## src/rtl/mem_stage.sv

```systemverilog
// RV32I data-memory stage: byte-lane alignment, data-cache handshake, load extension
// and the MEM/WB pipeline register. Stalls the front of the pipe while an access is open.
package rv32i_types;
    typedef struct packed {
        logic [6:0] opcode;
        logic [2:0] aluop;
        logic       load_regfile;
        logic       mem_read;
        logic       mem_write;
        logic [3:0] mem_byte_enable;
    } rv32i_control_word;
endpackage

module mem_stage
    import rv32i_types::*;
(
    input  logic              clk,
    input  logic              rst,
    input  logic              ex_valid,
    input  rv32i_control_word ex_ctrl,
    input  logic [2:0]        ex_funct3,
    input  logic [31:0]       ex_alu_out,
    input  logic [31:0]       ex_rs2_data,
    input  logic [4:0]        ex_rd,
    input  logic [31:0]       ex_pc,
    output logic              mem_stall,
    output logic              data_read,
    output logic              data_write,
    output logic [31:0]       data_addr,
    output logic [3:0]        data_mbe,
    output logic [31:0]       data_wdata,
    input  logic [31:0]       data_rdata,
    input  logic              data_resp,
    output logic              wb_valid,
    output rv32i_control_word wb_ctrl,
    output logic [31:0]       wb_alu_out,
    output logic [31:0]       wb_load_data,
    output logic [4:0]        wb_rd,
    output logic [31:0]       wb_pc,
    output logic              wb_trap,
    output logic [31:0]       wb_mem_addr,
    output logic [3:0]        wb_mem_rmask,
    output logic [3:0]        wb_mem_wmask,
    output logic [31:0]       wb_mem_wdata
);

    localparam logic [0:0] IDLE = 1'b0;
    localparam logic [0:0] BUSY = 1'b1;

    logic [0:0]        state;
    logic              req_read, req_write;
    logic [31:0]       req_addr, req_wdata, req_alu_out, req_pc;
    logic [3:0]        req_mbe;
    logic [2:0]        req_funct3;
    logic [1:0]        req_off;
    logic [4:0]        req_rd;
    rv32i_control_word req_ctrl;

    logic              is_load, is_store, mem_op, legal, issue, trap;
    logic [1:0]        off;
    logic [3:0]        mbe;
    logic [31:0]       wdata, shifted, load_ext;
    rv32i_control_word ctrl_mbe;

    // Decode legality, byte enables and lane-replicated store data for the EX/MEM slot.
    always_comb begin
        off      = ex_alu_out[1:0];
        is_load  = ex_ctrl.mem_read;
        is_store = ex_ctrl.mem_write & ~ex_ctrl.mem_read;
        mem_op   = ex_valid & (is_load | is_store);
        legal    = 1'b0;
        case (ex_funct3)
            3'b000:  legal = 1'b1;
            3'b001:  legal = ~off[0];
            3'b010:  legal = (off == 2'b00);
            3'b100:  legal = is_load;
            3'b101:  legal = is_load & ~off[0];
            default: legal = 1'b0;
        endcase
        case (ex_funct3[1:0])
            2'b00:   mbe = 4'b0001 << off;
            2'b01:   mbe = 4'b0011 << off;
            default: mbe = 4'b1111 << off;
        endcase
        case (ex_funct3[1:0])
            2'b00:   wdata = {4{ex_rs2_data[7:0]}};
            2'b01:   wdata = {2{ex_rs2_data[15:0]}};
            default: wdata = ex_rs2_data;
        endcase
        issue    = mem_op & legal;
        trap     = mem_op & ~legal;
        ctrl_mbe = ex_ctrl;
        ctrl_mbe.mem_byte_enable = mbe;
    end

    always_comb begin
        shifted = data_rdata >> {req_off, 3'b000};
        case (req_funct3)
            3'b000:  load_ext = {{24{shifted[7]}}, shifted[7:0]};
            3'b100:  load_ext = {24'd0, shifted[7:0]};
            3'b001:  load_ext = {{16{shifted[15]}}, shifted[15:0]};
            3'b101:  load_ext = {16'd0, shifted[15:0]};
            default: load_ext = data_rdata;
        endcase
    end

    assign data_read  = (state == BUSY) & req_read;
    assign data_write = (state == BUSY) & req_write;
    assign data_addr  = req_addr;
    assign data_mbe   = req_mbe;
    assign data_wdata = req_wdata;
    assign mem_stall  = ~rst & (((state == IDLE) & issue) | ((state == BUSY) & ~data_resp));

    // MEM/WB defaults to a bubble each cycle; the branches below overwrite it when something retires.
    always_ff @(posedge clk) begin
        if (rst) begin
            state        <= IDLE;
            req_read     <= 1'b0;
            req_write    <= 1'b0;
            req_addr     <= '0;
            req_wdata    <= '0;
            req_alu_out  <= '0;
            req_pc       <= '0;
            req_mbe      <= '0;
            req_funct3   <= '0;
            req_off      <= '0;
            req_rd       <= '0;
            req_ctrl     <= '0;
            wb_valid     <= 1'b0;
            wb_ctrl      <= '0;
            wb_alu_out   <= '0;
            wb_load_data <= '0;
            wb_rd        <= '0;
            wb_pc        <= '0;
            wb_trap      <= 1'b0;
            wb_mem_addr  <= '0;
            wb_mem_rmask <= '0;
            wb_mem_wmask <= '0;
            wb_mem_wdata <= '0;
        end else begin
            wb_valid     <= 1'b0;
            wb_ctrl      <= '0;
            wb_alu_out   <= '0;
            wb_load_data <= '0;
            wb_rd        <= '0;
            wb_pc        <= '0;
            wb_trap      <= 1'b0;
            wb_mem_addr  <= '0;
            wb_mem_rmask <= '0;
            wb_mem_wmask <= '0;
            wb_mem_wdata <= '0;
            if (state == IDLE) begin
                if (issue) begin
                    state       <= BUSY;
                    req_read    <= is_load;
                    req_write   <= is_store;
                    req_addr    <= {ex_alu_out[31:2], 2'b00};
                    req_mbe     <= mbe;
                    req_wdata   <= wdata;
                    req_funct3  <= ex_funct3;
                    req_off     <= off;
                    req_ctrl    <= ctrl_mbe;
                    req_alu_out <= ex_alu_out;
                    req_rd      <= ex_rd;
                    req_pc      <= ex_pc;
                end else begin
                    wb_valid   <= ex_valid;
                    wb_ctrl    <= ex_ctrl;
                    wb_ctrl.mem_byte_enable <= '0;
                    wb_alu_out <= ex_alu_out;
                    wb_rd      <= ex_rd;
                    wb_pc      <= ex_pc;
                    wb_trap    <= trap;
                    if (trap)
                        wb_mem_addr <= {ex_alu_out[31:2], 2'b00};
                end
            end else if (data_resp) begin
                state        <= IDLE;
                wb_valid     <= 1'b1;
                wb_ctrl      <= req_ctrl;
                wb_alu_out   <= req_alu_out;
                wb_load_data <= req_read ? load_ext : 32'd0;
                wb_rd        <= req_rd;
                wb_pc        <= req_pc;
                wb_mem_addr  <= req_addr;
                wb_mem_rmask <= req_read ? req_mbe : 4'b0000;
                wb_mem_wmask <= req_write ? req_mbe : 4'b0000;
                wb_mem_wdata <= req_write ? req_wdata : 32'd0;
            end
        end
    end

endmodule
```

## config.mk

```make
export PLATFORM = sky130hd
export DESIGN_NAME = mem_stage
export DESIGN_NICKNAME = d
export VERILOG_FILES = /design/src/rtl/mem_stage.sv
export SDC_FILE = /design/constraint.sdc
export NUM_CORES = 1
export LEC_CHECK = 0
export CORE_ASPECT_RATIO = 0.5
export CORE_MARGIN = 3
export CORE_UTILIZATION = 25
export CTS_BUF_LIST = sky130_fd_sc_hd__clkbuf_2 sky130_fd_sc_hd__clkbuf_4 sky130_fd_sc_hd__clkbuf_8
export DETAILED_ROUTE_END_ITERATION = 12
export PLACE_DENSITY_LB_ADDON = 0.25
export SYNTH_ARGS = -nofsm -noshare
export SYNTH_HDL_FRONTEND = slang
export SYNTH_SLANG_ARGS = --single-unit
```

## constraint.sdc

```tcl
create_clock -name clk -period 3.8 [get_ports clk]
set_input_delay 0.38 -clock clk [delete_from_list [all_inputs] [get_ports clk]]
set_output_delay 0.38 -clock clk [all_outputs]
set_load 0.005 [all_outputs]
```

==> flow_summary.ini, run 1 <==
[run_status]
outcome = finished clean

[layout]
fillers = 4437
nNetsFinal = 1641
layout-drive-gt1-share = 0.0863
area_delta_synth_final_pct = 47.6

[clocking]
post_cts_buffers = 0
clkTransAtPathRegs_ns = 0.07
clkLatencyLatePin_ns = 0.61
clockRootBuffer = clkbuf_8
clk_path_buf_depth = 3
post_cts_resized = 0
cts_buffers = 49
cts_tree = built
cts_hold_buffers = 0
cts_max_level = 2
cts_sinks = 313

[detailed_routing]
drt_iter0_drc = 667
wl_mm = 42.7
ant_nets = 0
viasPerCell = 4.77
wl_per_cell_um = 20.2
num_vias = 10080
drc = 0
firstDrtPassIters = 5

[yosys]
synth_area_per_cell_um2 = 9.79
synth_cell_types = 44
synth.cell_area_um2 = 11300
yosysWarnings = 0
synth_commonest_cells = 313 x dfxtp_1, 154 x a21oi_1, 110 x a22o_1
synth_flop_cell = dfxtp_1
seq_area_frac_synth = 0.555
synth_area_leaders = dfxtp_1 56%, a22o_1 8.5%, a21oi_1 6.8%
synth.most_common_cell = dfxtp_1
syn_inst = 1153
ys_ff_latch = 313
synth_top_cell_area_share = 0.555
yosysTopAreaCell = dfxtp_1
synthArstFlopShare = 0
synth_edf_count = 0

[sta]
fmax_mhz = 344
worstMarginPinSlew_ns = 0.919
max_slew_margin = 0.388
rsz0062_at_grt = false
fin_crit_ns = 2.91
setup_ws_ns = 0.892
maxSlewViolCount = 0
fin_setup_tns_ns = 0
hold_violations = 0
fin_skew_ns = 0.0354
final-setup-viol-count = 0
period_share = 0.765

[placement]
routabilityCongestion = 0.754
dp_hpwl_mm = 28.6
portBuffers = 411
dpl_worst_slack_ns = 0.876

[global_route]
grt_overflow = 0
grt_pass1_wl_mm = 62.5
antenna_found_initial = 3
grt_start_max_net_pins = 91
first_global_vias = 9777
grt_usage = 0.168

[pwr]
power_density_nw_per_um2 = 450
p_leak_nw = 6.04
vdd_drop_max_mv = 0.218

[floorplan]
io_pins = 420
die_h_um = 156
die_w_um = 307
core_um2 = 44100
dieArea_um2 = 47900
start_util = 0.256
rows = 54

[worst_setup_path]
cp_cell_sequence = clkdlybuf4s50_1 -> buf_4 -> a21oi_2 -> a21oi_4 -> nor2_2 -> o21a_1 -> clkdlybuf4s50_1
endpoint_kind = output port
cp_max_fo = 20
crit_top_cell = clkdlybuf4s50_1
crit_required_ns = 3.42
worst-setup-path-type = input port to output port
crit_path_max_incr_delay_ns = 0.57
critPathBufInv = 3
cpLargestDelayFamily = buffers and inverters
arrival_ns = 2.53
start_kind = input port
slowest_stage = clkdlybuf4s50_1
r2r_slack_ns = 1.51

[flow_run]
maxCapViolations = 0

[worst_hold_path]
hp-class = input port to flop
## cells in the final DEF (no fill, tap or decap), types with 2 or more instances in the layout
master and instances:
clkbuf_4 15, or4_1 3, bufinv_16 2, clkinv_2 4
nor2b_1 3, buf_4 21, clkinvlp_4 2, diode_2 6
dfxtp_1 313, clkdlybuf4s50_1 409, clkbuf_8 61, mux2i_1 26
o21ai_0 71, conb_1 4, a21oi_1 154, nand2_1 35
buf_12 4, o2bb2ai_1 7, o21ai_1 52, a22o_1 110
a211oi_1 9, and3_1 40, o221a_2 7, and2_1 7
a22oi_1 8, nor2_1 12, nand3_1 101, nand2b_1 2
a311oi_1 9, o21a_1 2, nor4_4 2
## cells by family after synthesis
| group | after synthesis | share of synthesized area |
|---|---|---|
| flops | 313 | 0.555 |
| simple gates | 214 | 0.0993 |
| mux | 27 | 0.0240 |
| buf+inv | 160 | 0.0733 |
| compound gates | 438 | 0.248 |
| other cells | 1 | 0.000332 |
## final timing paths
| check | startpoint | end | depth (start not counted) |
|---|---|---|---|
| worst max register to register | req_alu_out[1] | wb_load_data[10] | 4 |
| worst max-delay path | ex_funct3[0] | mem_stall | 7 |
| worst min-delay path | rst | req_ctrl[5] | 3 |
| worst min register to register | req_pc[13] | wb_pc[13] | 1 |
## tightest hold or removal path, delay by kind of cell
kind                   cells  cell delay [ns]
AOI/OAI and AO/OA          1             0.09
buffers and inverters      2             0.15
## registers in the layout, indices dropped and copies added (netlist names), 3 cells and up
| signal | flops |
|---|---|
| data_wdata | 32 |
| req_alu_out | 32 |
| req_ctrl | 17 |
| req_funct3 | 3 |
| req_pc | 32 |
| req_rd | 5 |
| wb_alu_out | 32 |
| wb_ctrl | 17 |
| wb_load_data | 32 |
| wb_mem_addr | 30 |
| wb_mem_rmask | 4 |
| wb_mem_wdata | 32 |
| wb_mem_wmask | 4 |
| wb_pc | 32 |
| wb_rd | 5 |
## layer usage
layer / up-vias / GRT usage / part of all wire
met5: - / 0 / 0
met4: 0 / 0.0645 / 0.031
met3: 76 / 0.0356 / 0.044
met2: 235 / 0.305 / 0.52
met1: 4944 / 0.196 / 0.41
li1: 4825 / - / -
## report_power, final
group | internal (mW) | leakage, nW | total (mW) | switching [mW]
clock network | 1.73 | 0.558 | 3.10 | 1.38
logic | 0.459 | 2.93 | 0.914 | 0.455
registers | 3.41 | 2.55 | 3.47 | 0.0666
## final cells by class
type | instances | area (µm²) | share of cell area
well taps | 588 | 736 | 0.0442
repair buffers | 435 | 4340 | 0.260
inverters | 2 | 7.51 | 0.000451
flip-flops and latches | 313 | 6270 | 0.376
clock inverters | 9 | 106 | 0.00638
diodes | 6 | 15.0 | 0.000901
clock buffers | 76 | 952 | 0.0571
multi-input cells | 683 | 4240 | 0.255
## through the flow
stage / hold WS, ns / power (mW) / utilization / instance area [µm²] / std cells
2_1_floorplan: 0.436 / 3.93 / - / 11300 / 1156
3_3_place_gp: 0.441 / 4.46 / 0.354 / 15600 / 2021
3_5_place_dp: 0.445 / 4.47 / 0.354 / 15600 / 2021
4_1_cts: 0.0146 / 7.61 / 0.378 / 16600 / 2106
5_1_grt: 0.0409 / 7.84 / 0.378 / 16700 / 2109
6_report: 0.0735 / 7.49 / 0.378 / 16700 / 2112
No activity file was read; power rests on OpenSTA's default activity.
==> inputs of run 2 (changes only) <==
==> constraint.sdc (replaced) <==
create_clock -name clk -period 2.72 [get_ports clk]
set_input_delay 0.272 -clock clk [delete_from_list [all_inputs] [get_ports clk]]
set_output_delay 0.272 -clock clk [all_outputs]
set_load 0.005 [all_outputs]
==> run 2 against run 1 <==
Utilization increased by 0.15 points. Worst setup slack worse by 0.65 ns. Clock power increased by 39%. Largest power group unchanged. Global-route usage rose by 0.11 points. Sequential share of layout area is 0.15 points lower. Sequential cell count stayed put. Via count down 1.2%. Critical path type unchanged. Largest cell class unchanged.
==> flow_summary.ini, run 2 (synthesis results as in run 1) <==
[run_status]
outcome = finished clean

[sta]
worstMarginPinSlew_ns = 1.31
fin_skew_ns = 0.0439
period_share = 0.910
fin_crit_ns = 2.48
maxSlewViolCount = 0
hold_violations = 0
fmax_mhz = 404
hold-worst-slack_ns = 0.236
rsz0062_at_grt = false
max_slew_margin = 0.121
final-setup-viol-count = 0
setup_ws_ns = 0.244
fin_setup_tns_ns = 0

[clocking]
cts_hold_buffers = 1
cts_buffers = 49
cts_max_level = 2
clkLatencyLatePin_ns = 0.62
post_cts_buffers = 0
cts_tree = built
clkTransAtPathRegs_ns = 0.07
clk_path_buf_depth = 3
cts_sinks = 313
clockRootBuffer = clkbuf_8
post_cts_resized = 0

[layout]
final_cells = 2110
layout_commonest_cell = clkdlybuf4s50_1
final_core_util = 0.380
final_area_um2 = 16700
nNetsFinal = 1644
fillers = 4459
layout_common_cells = 409 x clkdlybuf4s50_1, 313 x dfxtp_1, 154 x a21oi_1, 110 x a22o_1, 101 x nand3_1
layout-drive-gt1-share = 0.0850
area_delta_synth_final_pct = 48.2

[placement]
dpl_worst_slack_ns = 0.249
dp_cells = 2023
dp_hpwl_mm = 28.6
portBuffers = 411
post_dp_cell_area_um2 = 15700
routabilityCongestion = 0.754

[pwr]
finalPower_mw = 10.5
p_int_mw = 7.80
sw_frac_of_total = 0.255
power_density_nw_per_um2 = 625
power_switching_mw = 2.66
p_leak_nw = 6.07
comb_power_share = 0.124
p_seq_frac = 0.464
vdd_drop_max_mv = 0.304
power.share.clock = 0.412

[detailed_routing]
ant_nets = 0
wl_mm = 43.0
num_vias = 9960
wl_per_cell_um = 20.4
firstDrtPassIters = 5
viasPerCell = 4.72
drc = 0
drt_iter0_drc = 541

[flow_run]
maxCapViolations = 0

[global_route]
grt_overflow = 0
grt_start_max_net_pins = 76
antenna_found_initial = 4
grt_usage = 0.169
first_global_vias = 9611
grt_pass1_wl_mm = 62.5

[worst_setup_path]
worst-setup-path-type = input port to output port
start_kind = input port
arrival_ns = 2.20
cp_max_fo = 7
crit_required_ns = 2.45
endpoint_kind = output port

[floorplan]
dieArea_um2 = 47900
io_pins = 420
rows = 54
die_w_um = 307
die_h_um = 156
core_um2 = 44100
start_util = 0.256

[worst_hold_path]
hp-class = input port to flop
-- run 2: path summary, 6_finish.rpt --
kind,start,endpoint,slack [ns],depth (start not counted)
max,ex_alu_out[0],mem_stall,0.24,6
min reg2reg,req_pc[21],wb_pc[21],0.44,1
min,data_rdata[7],wb_load_data[7],0.24,3
max reg2reg,req_alu_out[1],wb_load_data[29],0.40,4
-- run 2: area by class of cell --
type / instances / area [µm²] / share of cell area
clock buffers: 72 / 935 / 0.0559
flip-flops and latches: 313 / 6270 / 0.375
multi-input cells: 683 / 4240 / 0.254
inverters: 2 / 7.51 / 0.000449
clock inverters: 9 / 105 / 0.00628
repair buffers: 438 / 4420 / 0.264
diodes: 5 / 12.5 / 0.000748
well taps: 588 / 736 / 0.0440
-- run 2: critical path, cell delays in order --
cell	delay (ns)
clkdlybuf4s50_1	0.61
nor4_4	0.40
a21oi_4	0.09
nor2_2	0.14
o21a_1	0.13
clkdlybuf4s50_1	0.55
-- run 2: power by group through the flow --
stage	Sequential, mW	Clock [mW]	Combinational [mW]
2_1_floorplan	4.94	0	0.553
3_3_place_gp	4.96	0	1.30
3_5_place_dp	4.96	0	1.30
4_1_cts	4.86	4.47	1.31
5_1_grt	4.87	4.68	1.39
6_report	4.85	4.31	1.30
-- run 2: layer usage --
layer  share of wire  global-route usage
met1            0.40               0.198
met2            0.53               0.311
met3           0.045              0.0360
met4           0.026              0.0538
met5               0                   0
==> inputs of run 3 (changes only) <==
==> constraint.sdc (replaced) <==
create_clock -name clk -period 2.72 [get_ports clk]
set_input_delay 0.272 -clock clk [delete_from_list [all_inputs] [get_ports clk]]
set_output_delay 0.272 -clock clk [all_outputs]
set_load 0.05 [all_outputs]
==> run 3 against run 2 <==
Die area did not move. Sequential power barely moved. Sequential cell count did not move. Critical endpoint is now data_write. Worst setup slack improved by 0.029 ns. Critical path type is now flop to output port. Largest cell class unchanged. Clock skew fell by 0.016 ns. Clock-buffer cell count rose by 5.
==> flow_summary.ini, run 3 (synthesis results as in run 1) <==
[worst_setup_path]
worst-setup-path-type = flop to output port
critPathBufInv = 1
slowest_stage = clkdlybuf4s50_1
endpoint_kind = output port
arrival_ns = 2.18
cpLargestDelayFamily = buffers and inverters
r2r-start = state
crit_required_ns = 2.45
cp-startpoint = state
start_kind = flop
crit_path_max_incr_delay_ns = 0.85
cp_max_fo = 8
cp_cell_sequence = and2_1 -> clkdlybuf4s50_1

[layout]
final_cells = 2124
layout-drive-gt1-share = 0.0911
fillers = 4421
layout_commonest_cell = clkdlybuf4s50_1
layout_common_cells = 408 x clkdlybuf4s50_1, 313 x dfxtp_1, 154 x a21oi_1, 110 x a22o_1, 101 x nand3_1
area_delta_synth_final_pct = 48.9
nNetsFinal = 1646
seqCellArea_um2 = 6270
multi_input_area_um2 = 4240

[sta]
worstMarginPinSlew_ns = 1.07
final-setup-viol-count = 0
max_slew_margin = 0.285
rsz0062_at_grt = false
maxSlewViolCount = 0
hold_violations = 0
period_share = 0.900
fin_crit_ns = 2.45
fin_skew_ns = 0.0276
fin_setup_tns_ns = 0
fmax_mhz = 409

[floorplan]
dieArea_um2 = 47900
rows = 54
die_w_um = 307
core_um2 = 44100
start_util = 0.256
io_pins = 420
die_h_um = 156

[flow_run]
maxCapViolations = 0

[global_route]
grt_overflow = 0
grt_start_max_net_pins = 91
grt_pass1_wl_mm = 63.0
first_global_vias = 9781
grt_usage = 0.170
antenna_found_initial = 8

[clocking]
clkTransAtPathRegs_ns = 0.07
clockRootBuffer = clkbuf_8
clkLatencyLatePin_ns = 0.59
post_cts_resized = 0
cts_max_level = 2
cts_sinks = 313
cts_tree = built
cts_buffers = 49
clk_path_buf_depth = 3

[placement]
portBuffers = 411
routabilityCongestion = 0.771
dp_hpwl_mm = 28.4
dp_cells = 2025

[detailed_routing]
viasPerCell = 4.71
drt_iter0_drc = 605
num_vias = 10012
wl_mm = 43.0
firstDrtPassIters = 6
ant_nets = 0
wl_per_cell_um = 20.2
drc = 0

[worst_hold_path]
hp-class = input port to flop
hp-start = ex_funct3[1]

[run_status]
outcome = finished clean

[pwr]
vdd_drop_max_mv = 0.355
p_leak_nw = 6.11
power_density_nw_per_um2 = 661
-- run 3: changes by cell type in the layout (fill, tap and decap cells not counted) --
cell,change
inv_8,-1
bufinv_16,+1
clkinv_2,+1
diode_2,+5
clkinvlp_4,+2
clkbuf_8,-1
inv_6,-1
buf_4,+3
clkdlybuf4s50_1,-1
clkbuf_4,+6
-- run 3: repair_timing --
| item | CTS | global route |
|---|---|---|
| hold endpoints to repair | 3 | 0 |
| endpoints found under the setup margin | 0 | 0 |
| buffers inserted | 0 | 0 |
| hold buffers | 1 | 0 |
-- run 3: worst reg2reg max path, stage by stage (launching register included) --
cell and delay (ns):
dfxtp_1 0.56, and3_4 0.32, nand2_1 0.62, a21oi_1 0.40
-- run 3: where the power goes --
part | switching (mW) | leakage [nW] | internal (mW)
combinational | 1.14 | 2.97 | 0.658
clock | 1.92 | 0.581 | 2.54
sequential | 0.0897 | 2.55 | 4.76
-- run 3: area by class of cell --
| class | count | share of cell area |
|---|---|---|
| flip-flops and latches | 313 | 0.373 |
| repair buffers | 440 | 0.264 |
| multi-input cells | 683 | 0.252 |
| clock buffers | 77 | 0.0574 |
| well taps | 588 | 0.0438 |
| clock inverters | 11 | 0.00804 |
| diodes | 10 | 0.00149 |
| inverters | 2 | 0.000446 |
-- run 3: final timing paths --
path | to | slack [ns] | cells past startpoint
min | req_ctrl[3] | 0.15 | 3
min reg2reg | wb_pc[14] | 0.45 | 1
max | data_write | 0.27 | 2
max reg2reg | wb_load_data[10] | 0.74 | 3
-- run 3: routing by layer --
| layer | share of wire | track usage |
|---|---|---|
| met5 | 0 | 0 |
| met4 | 0.033 | 0.0702 |
| met3 | 0.046 | 0.0345 |
| met2 | 0.52 | 0.301 |
| met1 | 0.41 | 0.202 |
-- run 3: per-stage QoR --
step / utilization / power, mW / area, µm² / hold slack (ns) / setup slack [ns]
6_report: 0.382 / 11.1 / 16800 / 0.149 / 0.273
3_5_place_dp: 0.356 / 6.76 / 15700 / 0.444 / 0.290
2_1_floorplan: - / 6.00 / 11300 / 0.382 / 0.682
4_1_cts: 0.381 / 11.3 / 16800 / 0.0729 / 0.208
5_1_grt: 0.382 / 11.6 / 16800 / 0.0999 / 0.193
3_3_place_gp: 0.356 / 6.75 / 15700 / 0.440 / 0.294
